**src/rtl/byteblast_pkg.sv**
```systemverilog
// Shared ByteBlast definitions: lane count, select width, lane indices and
// the per-lane holding-register state.
package byteblast_pkg;

  localparam int unsigned LANES  = 4;
  localparam int unsigned SEL_W  = 2;
  localparam int unsigned XFER_W = 8;

  typedef logic [SEL_W-1:0] lane_sel_t;

  localparam lane_sel_t LANE_A = 2'd0;
  localparam lane_sel_t LANE_B = 2'd1;
  localparam lane_sel_t LANE_C = 2'd2;
  localparam lane_sel_t LANE_D = 2'd3;

  typedef enum logic {StEmpty, StFull} lane_state_e;

  function automatic logic [LANES-1:0] lane_decode(input lane_sel_t sel);
    return LANES'(1) << sel;
  endfunction

endpackage

```
**src/rtl/demux_lane.sv**
```systemverilog
// Single-entry holding register for one demux lane. A load takes priority
// over a drain, so load+drain passes the new word through without a bubble.
module demux_lane
  import byteblast_pkg::*;
#(
  parameter int unsigned BITS = 8
) (
  input  logic            clk,
  input  logic            rst_n,
  input  logic            load,
  input  logic            drain,
  input  logic [BITS-1:0] d,
  output logic            full,
  output logic [BITS-1:0] q
);

  lane_state_e     state_q;
  logic [BITS-1:0] data_q;

  always_ff @(posedge clk or negedge rst_n) begin
    if (!rst_n) begin
      state_q <= StEmpty;
      data_q  <= '0;
    end else if (load) begin
      state_q <= StFull;
      data_q  <= d;
    end else if (drain) begin
      // Data is left in place on drain; only the full flag clears.
      state_q <= StEmpty;
    end
  end

  assign full = (state_q == StFull);
  assign q    = data_q;

endmodule

```
**src/rtl/demux4_buf.sv**
```systemverilog
// Registered 1-to-4 demultiplexer with valid/ready handshaking and a
// free-running count of accepted input transfers.
module demux4_buf
  import byteblast_pkg::*;
#(
  parameter int unsigned BITS = 8
) (
  input  logic              clk,
  input  logic              rst_n,
  input  logic              in_valid,
  output logic              in_ready,
  input  lane_sel_t         in_sel,
  input  logic [BITS-1:0]   in_data,
  output logic [LANES-1:0]  out_valid,
  input  logic [LANES-1:0]  out_ready,
  output logic [BITS-1:0]   out_a,
  output logic [BITS-1:0]   out_b,
  output logic [BITS-1:0]   out_c,
  output logic [BITS-1:0]   out_d,
  output logic [XFER_W-1:0] xfer_count
);

  logic [LANES-1:0]  lane_full;
  logic [LANES-1:0]  lane_load;
  logic [LANES-1:0]  lane_drain;
  logic [BITS-1:0]   lane_q [LANES];
  logic              accept;
  logic [XFER_W-1:0] xfer_count_q, xfer_count_d;

  // Depends only on in_sel and out_ready so upstream never sees a valid->ready loop.
  assign in_ready   = !lane_full[in_sel] || out_ready[in_sel];
  assign accept     = in_valid && in_ready;
  assign lane_load  = lane_decode(in_sel) & {LANES{accept}};
  assign lane_drain = lane_full & out_ready;

  for (genvar g = 0; g < LANES; g++) begin : g_lane
    demux_lane #(
      .BITS(BITS)
    ) u_lane (
      .clk  (clk),
      .rst_n(rst_n),
      .load (lane_load[g]),
      .drain(lane_drain[g]),
      .d    (in_data),
      .full (lane_full[g]),
      .q    (lane_q[g])
    );
  end

  always_comb begin
    xfer_count_d = xfer_count_q;
    if (accept) begin
      xfer_count_d = xfer_count_q + XFER_W'(1);
    end
  end

  always_ff @(posedge clk or negedge rst_n) begin
    if (!rst_n) begin
      xfer_count_q <= '0;
    end else begin
      xfer_count_q <= xfer_count_d;
    end
  end

  assign out_valid  = lane_full;
  assign out_a      = lane_q[LANE_A];
  assign out_b      = lane_q[LANE_B];
  assign out_c      = lane_q[LANE_C];
  assign out_d      = lane_q[LANE_D];
  assign xfer_count = xfer_count_q;

endmodule

```
**config.mk**
```make
export PLATFORM = sky130hd
export DESIGN_NAME = demux4_buf
export DESIGN_NICKNAME = d
export VERILOG_FILES = /design/src/rtl/byteblast_pkg.sv /design/src/rtl/demux_lane.sv /design/src/rtl/demux4_buf.sv
export SDC_FILE = /design/constraint.sdc
export NUM_CORES = 1
export LEC_CHECK = 0
export BUFFER_PORTS_ARGS = -buffer_cell sky130_fd_sc_hd__buf_2
export CAP_MARGIN = 30
export CORE_MARGIN = 2
export CORE_UTILIZATION = 40
export DETAILED_ROUTE_END_ITERATION = 8
export PLACE_DENSITY = 0.78
export SYNTH_ARGS = -nofsm -noshare
export SYNTH_HDL_FRONTEND = slang
export SYNTH_SLANG_ARGS = --single-unit
export TNS_END_PERCENT = 20
```
**constraint.sdc**
```tcl
create_clock -name clk -period 4.5 [get_ports clk]
set_input_delay 0.45 -clock clk [delete_from_list [all_inputs] [get_ports clk]]
set_output_delay 0.45 -clock clk [all_outputs]
set_load 0.03 [all_outputs]
```
; ---- After elaboration in Yosys (flattened, before gate mapping)
; Cells that the tools add are included.
[classes]
n_reduce_logical = 7
n_addsub = 1
n_bitwise = 2
magnitude_cmp = 1
n_shift = 1
mux = 12
[op_table]
columns = operator, n
row1 = $mux W1, 10
row2 = $add A8 B1 Y8 const B, 1
row3 = $and A4 B4 Y4, 2
row4 = $reduce_bool A2 Y1, 4
row5 = $bmux W1 S2, 2
row6 = $shl A1 B2 Y4 const A, 1
row7 = $lt A2 B3 Y1 const B, 1
row8 = $logic_and A1 B1 Y1, 1
row9 = $logic_not A1 Y1, 1
row10 = $logic_or A1 B1 Y1, 1
[word_totals]
wordCells = 33
register_bits = 44
in_bits = 17

; ---- Logic depth before layout (Yosys ltp)
; Gate-level depths: netlist of run 1.
[logic_depth]
ltp_word = 7
ltp_mapped = 5

; ---- Hierarchy
; A second synthesis of run 1 with hierarchy kept.
[unflattened]
cells_unflattened = 122
area_unflattened_um2 = 1958.1
[by_module_without_submodules]
columns = mod, instances, area_each_um2, cells_per_inst
row1 = demux_lane, 4, 369.1, 20
row2 = demux4_buf, 1, 481.7, 42

; ---- Worst setup path before layout of run 1
; No wires, ideal clock.
[synth_path]
kind = input -> register
start = in out_ready[3]
end = reg xfer_count_q[1] (netlist: xfer_count[1])
setup_ns = 0.125
required_time_ns = 4.375
arrival_time_ns = 1.650
n_path_buf = 0
cell_stages = 4
setup_slack_ns = 2.725
path_cell_list = nand2b_1 > mux4_2 > nand2_4 > mux2_4
[synth_between]
elab_chain_cells = 4
[synth_lines]
columns = element, line
row1 = start: declaration, demux4_buf.sv:15  ; input logic [LANES-1:0] out_ready,
row2 = $bmux W1 S2, demux4_buf.sv:31  ; assign in_ready = !lane_full[in_sel] || out_ready[in_sel];
row3 = $mux W1 (not written as such), demux4_buf.sv:31
row4 = $logic_or A1 B1 Y1, demux4_buf.sv:31
row5 = named net in_ready, demux4_buf.sv:11  ; output logic in_ready,
row6 = $logic_and A1 B1 Y1, demux4_buf.sv:32  ; assign accept = in_valid && in_ready;
row7 = end signal: assignment, demux4_buf.sv:61  ; xfer_count_q <= xfer_count_d;
row8 = end: declaration, demux4_buf.sv:28  ; logic [XFER_W-1:0] xfer_count_q, xfer_count_d;
; The timed path passes the listed nets, and every way through them passes these cells. The select of a mux whose other input is x is not followed.
; A chain may end at the register's enable or synchronous reset.

; ---- Final worst setup path of run 1
[layout_path]
start = reg g_lane[0].u_lane.state_q
end = out in_ready
[layout_between]
elab_chain_cells = 4
[layout_lines]
columns = element, line
row1 = start: declaration, demux_lane.sv:17  ; lane_state_e state_q;
row2 = start signal: assignment, demux_lane.sv:22  ; state_q <= StEmpty;
row3 = start signal: assignment, demux_lane.sv:25  ; state_q <= StFull;
row4 = start signal: assignment, demux_lane.sv:29  ; state_q <= StEmpty;
row5 = $bmux W1 S2, demux4_buf.sv:31
row6 = $mux W1 (not written as such), demux4_buf.sv:31
row7 = $logic_not A1 Y1, demux4_buf.sv:31
row8 = $logic_or A1 B1 Y1, demux4_buf.sv:31
row9 = end: declaration, demux4_buf.sv:11
; No other way between the ends. The select of a mux whose other input is x is not followed.

==> reports/results.txt, run 1 <==
Max Slew Vio Count -> 0
Final Hold Vio Count -> 0
aggregate global-route resource usage -> 15.4%
Die Wd -> 71.1 um
layout cells sized above 1 -> 56.2%
r2r worst-path depth -> 3
die height -> 71.1 um
Syn Nets -> 141
crit end category -> output pin
register area share after synthesis -> 61.2%
Worst Path Buf+Inv -> 1
Critical R2R Capture -> g_lane[3].u_lane.q[4]
critical-path cell with the highest stage delay -> mux4_2
Unique masters post-synth -> 23
Initial Util -> 41.4%
clock buffer count from CTS -> 5
CTS Sinks -> 44
part of the cycle the worst path needs -> 44.4%
Wirelength per Cell -> 14.8 um
most frequent cells in the layout -> buf_2 (61), dfrtp_1 (44), mux2_2 (32)
DRC -> 0
Reg2Reg Setup Slack -> 2820 ps
critical-path cell list -> nand2b_1 -> mux4_2 -> buf_2
Final setup viols -> 0
antenna viol nets, final -> 0
Clock Path Buffers -> 2
Power Dens Cells -> 550 nW/um^2
Fmax achieved -> 500 MHz
CP delay by family, top -> multiplexers
clk slew on worst S/H paths -> 70 ps
drt pass-1 iters -> 2
gr ovfl total -> 0
min-delay worst type -> in -> async
First DRT Iteration DRCs -> 30
Critical Path Start Type -> register
Max Cap Violations -> 0
Via density -> 4.92
Crit path arrival time -> 1550 ps
core region area -> 4350 sq um
die footprint -> 5050 sq um
Post-CTS Hold Buffers -> 0
Area growth, synth to finish -> 23.1%
Row Count -> 24
reg2reg start -> g_lane[3].u_lane.full
Root Driver -> clkbuf_8
CP required -> 4050 ps
Placement Setup Slack -> 2530 ps
Pleak -> 0.00108 uW
initial antenna violation count -> 0
vias in the first global route -> 1211
first-pass GRT wire length -> 5890 um
clk_lat worst skew -> 290 ps
Worst-Margin Slew -> 821 ps
PostCTS Resize Cnt -> 0
CP peak stage delay -> 590 ps
Mapped Cells -> 123
via count -> 1167
Buffers on Ports -> 61
CTS tree -> built
outcome -> finished clean
DP HPWL -> 2580 um
fin crit period -> 2000 ps
H-tree depth -> 2
routability-driven placement congestion ratio -> 0.785
worst setup margin -> 2500 ps
commonest non-fill, non-tap cell in the layout -> buf_2
TNS Setup -> 0 ps
crit-path max FO -> 8
Synth warnings -> 0
maximum vdd ir drop -> 0.000262 V
final WL -> 3520 um
Layout Skew -> 2.45 ps
Antenna diodes -> 0
fin nets -> 203
post-CTS setup repair buffer count -> 0
slew margin rel. -> 45.2%
Post-Syn Area -> 1800 sq um
Mapped Avg Cell Area -> 14.6 sq um
critical path class -> reg -> out
post-synthesis register bit count -> 44
RSZ-0062 raised after global routing -> false
IO Count -> 62
pin count of the biggest net entering global routing -> 28
[synthesized netlist by cell type]
master	count	area, sq um
nand3_1	4	20.0
mux4_2	1	22.5
nand2b_1	4	25.0
nand2_1	9	33.8
and3_1	3	18.8
and4b_1	1	10.0
xnor2_1	7	61.3
buf_2	2	10.0
dfrtp_1	44	1100
nor2_1	1	3.75
nand2_4	1	11.3
buf_6	1	11.3
nor3b_1	1	7.51
mux2_2	32	360
and2_1	1	6.26
nor3b_4	1	18.8
nand4_1	1	6.26
ha_1	1	12.5
nor2b_1	1	6.26
buf_4	4	30.0
inv_1	1	3.75
o21ai_0	1	5.00
mux2_4	1	15.0
[layout make-up]
type	count	area, sq um
Multi-Input combinational cell	71	644
Tap cell	52	65.1
Timing Repair Buffer	62	325
Clock inverter	1	5.00
Inverter	1	3.75
Clock buffer	6	72.6
Sequential cell	44	1100
Fill cell	383	2140
[where the power goes]
group	switching, uW	internal, uW	total, uW
logic	285	158	444
clock network	120	105	226
registers	62.6	487	550
total	468	751	1220
[kinds of logic (layout without fill, tap and decap cells)]
logic type      Yosys count  in the layout  synth area share (%)
flops                    44             44                  61.2
mux                      34             34                  22.1
simple gates             28             28                  9.31
buf+inv                   8             70                  3.06
xor+xnor                  7              7                  3.41
fa+ha+maj                 1              1                 0.695
compound gates            1              1                 0.278
[registers in the layout, summed over array words and instances (netlist names)]
name	count
g_lane.u_lane.q	32
g_lane.u_lane.full	4
xfer_count	8
[per-layer routing]
layer	part of all wire [%]	track usage [%]
met2	45	23.4
met1	47	20.8
met3	7.4	5.13
met4	0.28	5.66
met5	0	0
[worst max-delay path by stage]
| stage | from | to | slack [ps] | cells past startpoint |
|---|---|---|---|---|
| CTS | g_lane[0].u_lane.full | in_ready | 2490 | 3 |
| floorplan | out_ready[3] | xfer_count[1] | 2720 | 4 |
| finish | g_lane[0].u_lane.full | in_ready | 2500 | 3 |
| detailed placement | in_sel[1] | g_lane[3].u_lane.q[3] | 2530 | 4 |
| global route | g_lane[0].u_lane.full | in_ready | 2410 | 3 |
| global placement | out_ready[0] | in_ready | 2530 | 4 |
[through the flow]
stage	area, sq um	utilization, %	hold WS [ps]	total power (uW)	std cells
finish	2220	50.9	92.5	1220	237
detailed placement	2140	49.1	409	1010	230
CTS	2220	50.9	89.5	1240	237
global route	2220	50.9	114	1290	237
floorplan	1800	-	154	864	123
global placement	2120	48.7	456	991	229
Power figures use the tool's default switching activity.
==> run 2, diff against run 1 <==
--- a/config.mk
+++ b/config.mk
@@ -10,7 +10,7 @@
 export CORE_MARGIN = 2
 export CORE_UTILIZATION = 40
 export DETAILED_ROUTE_END_ITERATION = 8
-export PLACE_DENSITY = 0.78
+export PLACE_DENSITY = 0.81
 export SYNTH_ARGS = -nofsm -noshare
 export SYNTH_HDL_FRONTEND = slang
 export SYNTH_SLANG_ARGS = --single-unit
==> constraint.sdc (replaced) <==
create_clock -name clk -period 1.77 [get_ports clk]
set_input_delay 0.177 -clock clk [delete_from_list [all_inputs] [get_ports clk]]
set_output_delay 0.177 -clock clk [all_outputs]
set_load 0.03 [all_outputs]
==> run 2 against run 1 <==
Compared with the run above: combinational power grew to 2.5 times the previous value; worst hold slack better by 61 ps; sequential power grew to 2.5 times the previous value.
==> reports/results.txt, run 2 (same netlist as run 1, synthesis figures left out) <==
Hold Crit Start -> in_data[6]
Flop pwr share -> 41.0% (-4.1 points)
Area growth, synth to finish -> 28.4%
Layout Skew -> 3.90 ps (+1.45 ps)
final WL -> 3520 um (unchanged)
Reg2Reg Setup Slack -> 140 ps (-2680 ps)
Antenna diodes -> 0 (unchanged)
First DRT Iteration DRCs -> 23 (-23%)
vias in the first global route -> 1223 (+0.99%)
Max Cap Violations -> 0 (unchanged)
TNS Setup -> 0 ps (unchanged)
outcome -> finished clean
combinational fraction of design power -> 33.3% (-3.1 points)
Pleak -> 0.00113 uW (+4.8%)
core region area -> 4350 sq um (unchanged)
first-pass GRT wire length -> 5770 um (-2.1%)
Via density -> 4.89 (-0.62%)
IO Count -> 62 (unchanged)
crit end category -> output pin
die height -> 71.1 um (unchanged)
Crit path arrival time -> 1490 ps (-60 ps)
clk slew on worst S/H paths -> 80 ps (about the same)
initial antenna violation count -> 0 (unchanged)
Power Dens Cells -> 1470 nW/um^2 (+170%)
fillers -> 353 (-7.8%)
H-tree depth -> 2 (unchanged)
maximum vdd ir drop -> 0.000664 V (+150%)
clock buffer count from CTS -> 5 (unchanged)
area taken by multi-input logic gates -> 644 sq um (unchanged)
Critical Path Start Type -> register
CTS Sinks -> 44 (unchanged)
reg2reg start -> g_lane[1].u_lane.full
Final Hold Vio Count -> 0 (unchanged)
r2r worst-path depth -> 5 (+2)
pin count of the biggest net entering global routing -> 45 (+61%)
Worst-Margin Slew -> 550 ps (-270 ps)
post-layout util -> 53.1% (+2.2 points)
Fmax achieved -> 600 MHz
most frequent cells in the layout -> buf_2 (61), dfrtp_1 (44), mux2_2 (32)
Die Wd -> 71.1 um (unchanged)
internal power -> 2200 uW (+190%)
clock share of power -> 25.7% (+7.2 points)
Initial Util -> 41.4% (unchanged)
Clock Path Buffers -> 2 (unchanged)
commonest non-fill, non-tap cell in the layout -> buf_2
Wirelength per Cell -> 14.4 um (-2.9%)
CTS tree -> built
via count -> 1194 (+2.3%)
Row Count -> 24 (unchanged)
Root Driver -> clkbuf_8
DP HPWL -> 2550 um (-1.2%)
Final setup viols -> 0 (unchanged)
Worst Setup SP -> g_lane[1].u_lane.full
max reg flops -> 32 (unchanged)
Switching Power -> 1200 uW (+160%)
drt pass-1 iters -> 3 (+1)
clk_lat worst skew -> 290 ps (about the same)
critical path class -> reg -> out
gr ovfl total -> 0 (unchanged)
fin crit period -> 1670 ps
part of the cycle the worst path needs -> 94.1%
die footprint -> 5050 sq um (unchanged)
fin nets -> 210 (+3.4%)
Max Slew Vio Count -> 0 (unchanged)
CP required -> 1590 ps (-2460 ps)
min-delay worst type -> in -> reg
antenna viol nets, final -> 0 (unchanged)
DRC -> 0 (unchanged)
layout cells sized above 1 -> 57.8% (+1.6 points)
crit-path max FO -> 6 (-2)
Reg area -> 1100 sq um (unchanged)
WHS Path Cells -> 2
RSZ-0062 raised after global routing -> false
aggregate global-route resource usage -> 14.9% (-0.54 points)
slew margin rel. -> 63.3% (+18 points)
Buffers on Ports -> 61 (unchanged)
routability-driven placement congestion ratio -> 0.745 (-5.2%)
Sw Share -> 35.3% (-3.1 points)
run 2: cell types whose count changed in the layout (fill, tap and decap cells not counted), sizes merged:
cell and change:
bufinv +2, dlygate4sd3 +1, buf +6, clkbuf -1, clkinv -1
run 2: path summary, 6_finish.rpt:
path	end
max in group asynchronous	g_lane[0].u_lane.q[0]
min in group asynchronous	g_lane[2].u_lane.full
worst max register to register	xfer_count[1]
worst max-delay path	in_ready
worst min register to register	xfer_count[7]
worst min-delay path	g_lane[0].u_lane.q[6]
run 2: metrics by stage:
stage               area (sq um)  std cells  power [uW]  hold WS (ps)  setup WS [ps]
finish                      2310        244        3400           154            104
global route                2310        244        3580           143           36.1
CTS                         2290        241        3450           145           30.8
detailed placement          2150        233        2560           295            206
global placement            2150        233        2520           284            232
floorplan                   1800        123        2200          -119            194
run 2: worst max-delay path: stages (launching register included):
cell and delay [ps]:
dfrtp_1 340, nand2b_1 100, mux4_2 550, buf_2 210
run 2: final cells by class:
cell class	instances	share of cell area [%]
timing repair buffer	69	15.9
clock inverter	2	2.60
tap	52	2.82
clock buffer	5	2.98
sequential	44	47.6
inverter	1	0.162
multi-input combinational	71	27.9
run 2: layer usage:
layer  share of wire (%)  vias to the layer above  GRT usage [%]
li1                    -                      556              -
met2                  47                       50           23.2
met5                   0                        -              0
met1                  44                      586           19.3
met4                0.40                        0           4.19
met3                 8.4                        2           6.27
run 2: power groups by stage:
| stage | logic (uW) | registers, uW | clock network (uW) |
|---|---|---|---|
| after floorplan | 340 | 1860 | 0 |
| final | 1130 | 1400 | 874 |
| after global placement | 1120 | 1400 | 0 |
| after CTS | 1140 | 1400 | 901 |
| after global routing | 1200 | 1430 | 945 |
| after detailed placement | 1140 | 1420 | 0 |
run 2: repair_timing:
| item | 4_1_cts | 5_1_grt |
|---|---|---|
| setup endpoints to repair | 0 | 1 |
| hold endpoints to repair | 44 | 0 |
| hold buffers | 1 | 0 |
| buffers inserted | 0 | 3 |
| gates resized for setup | 0 | 0 |
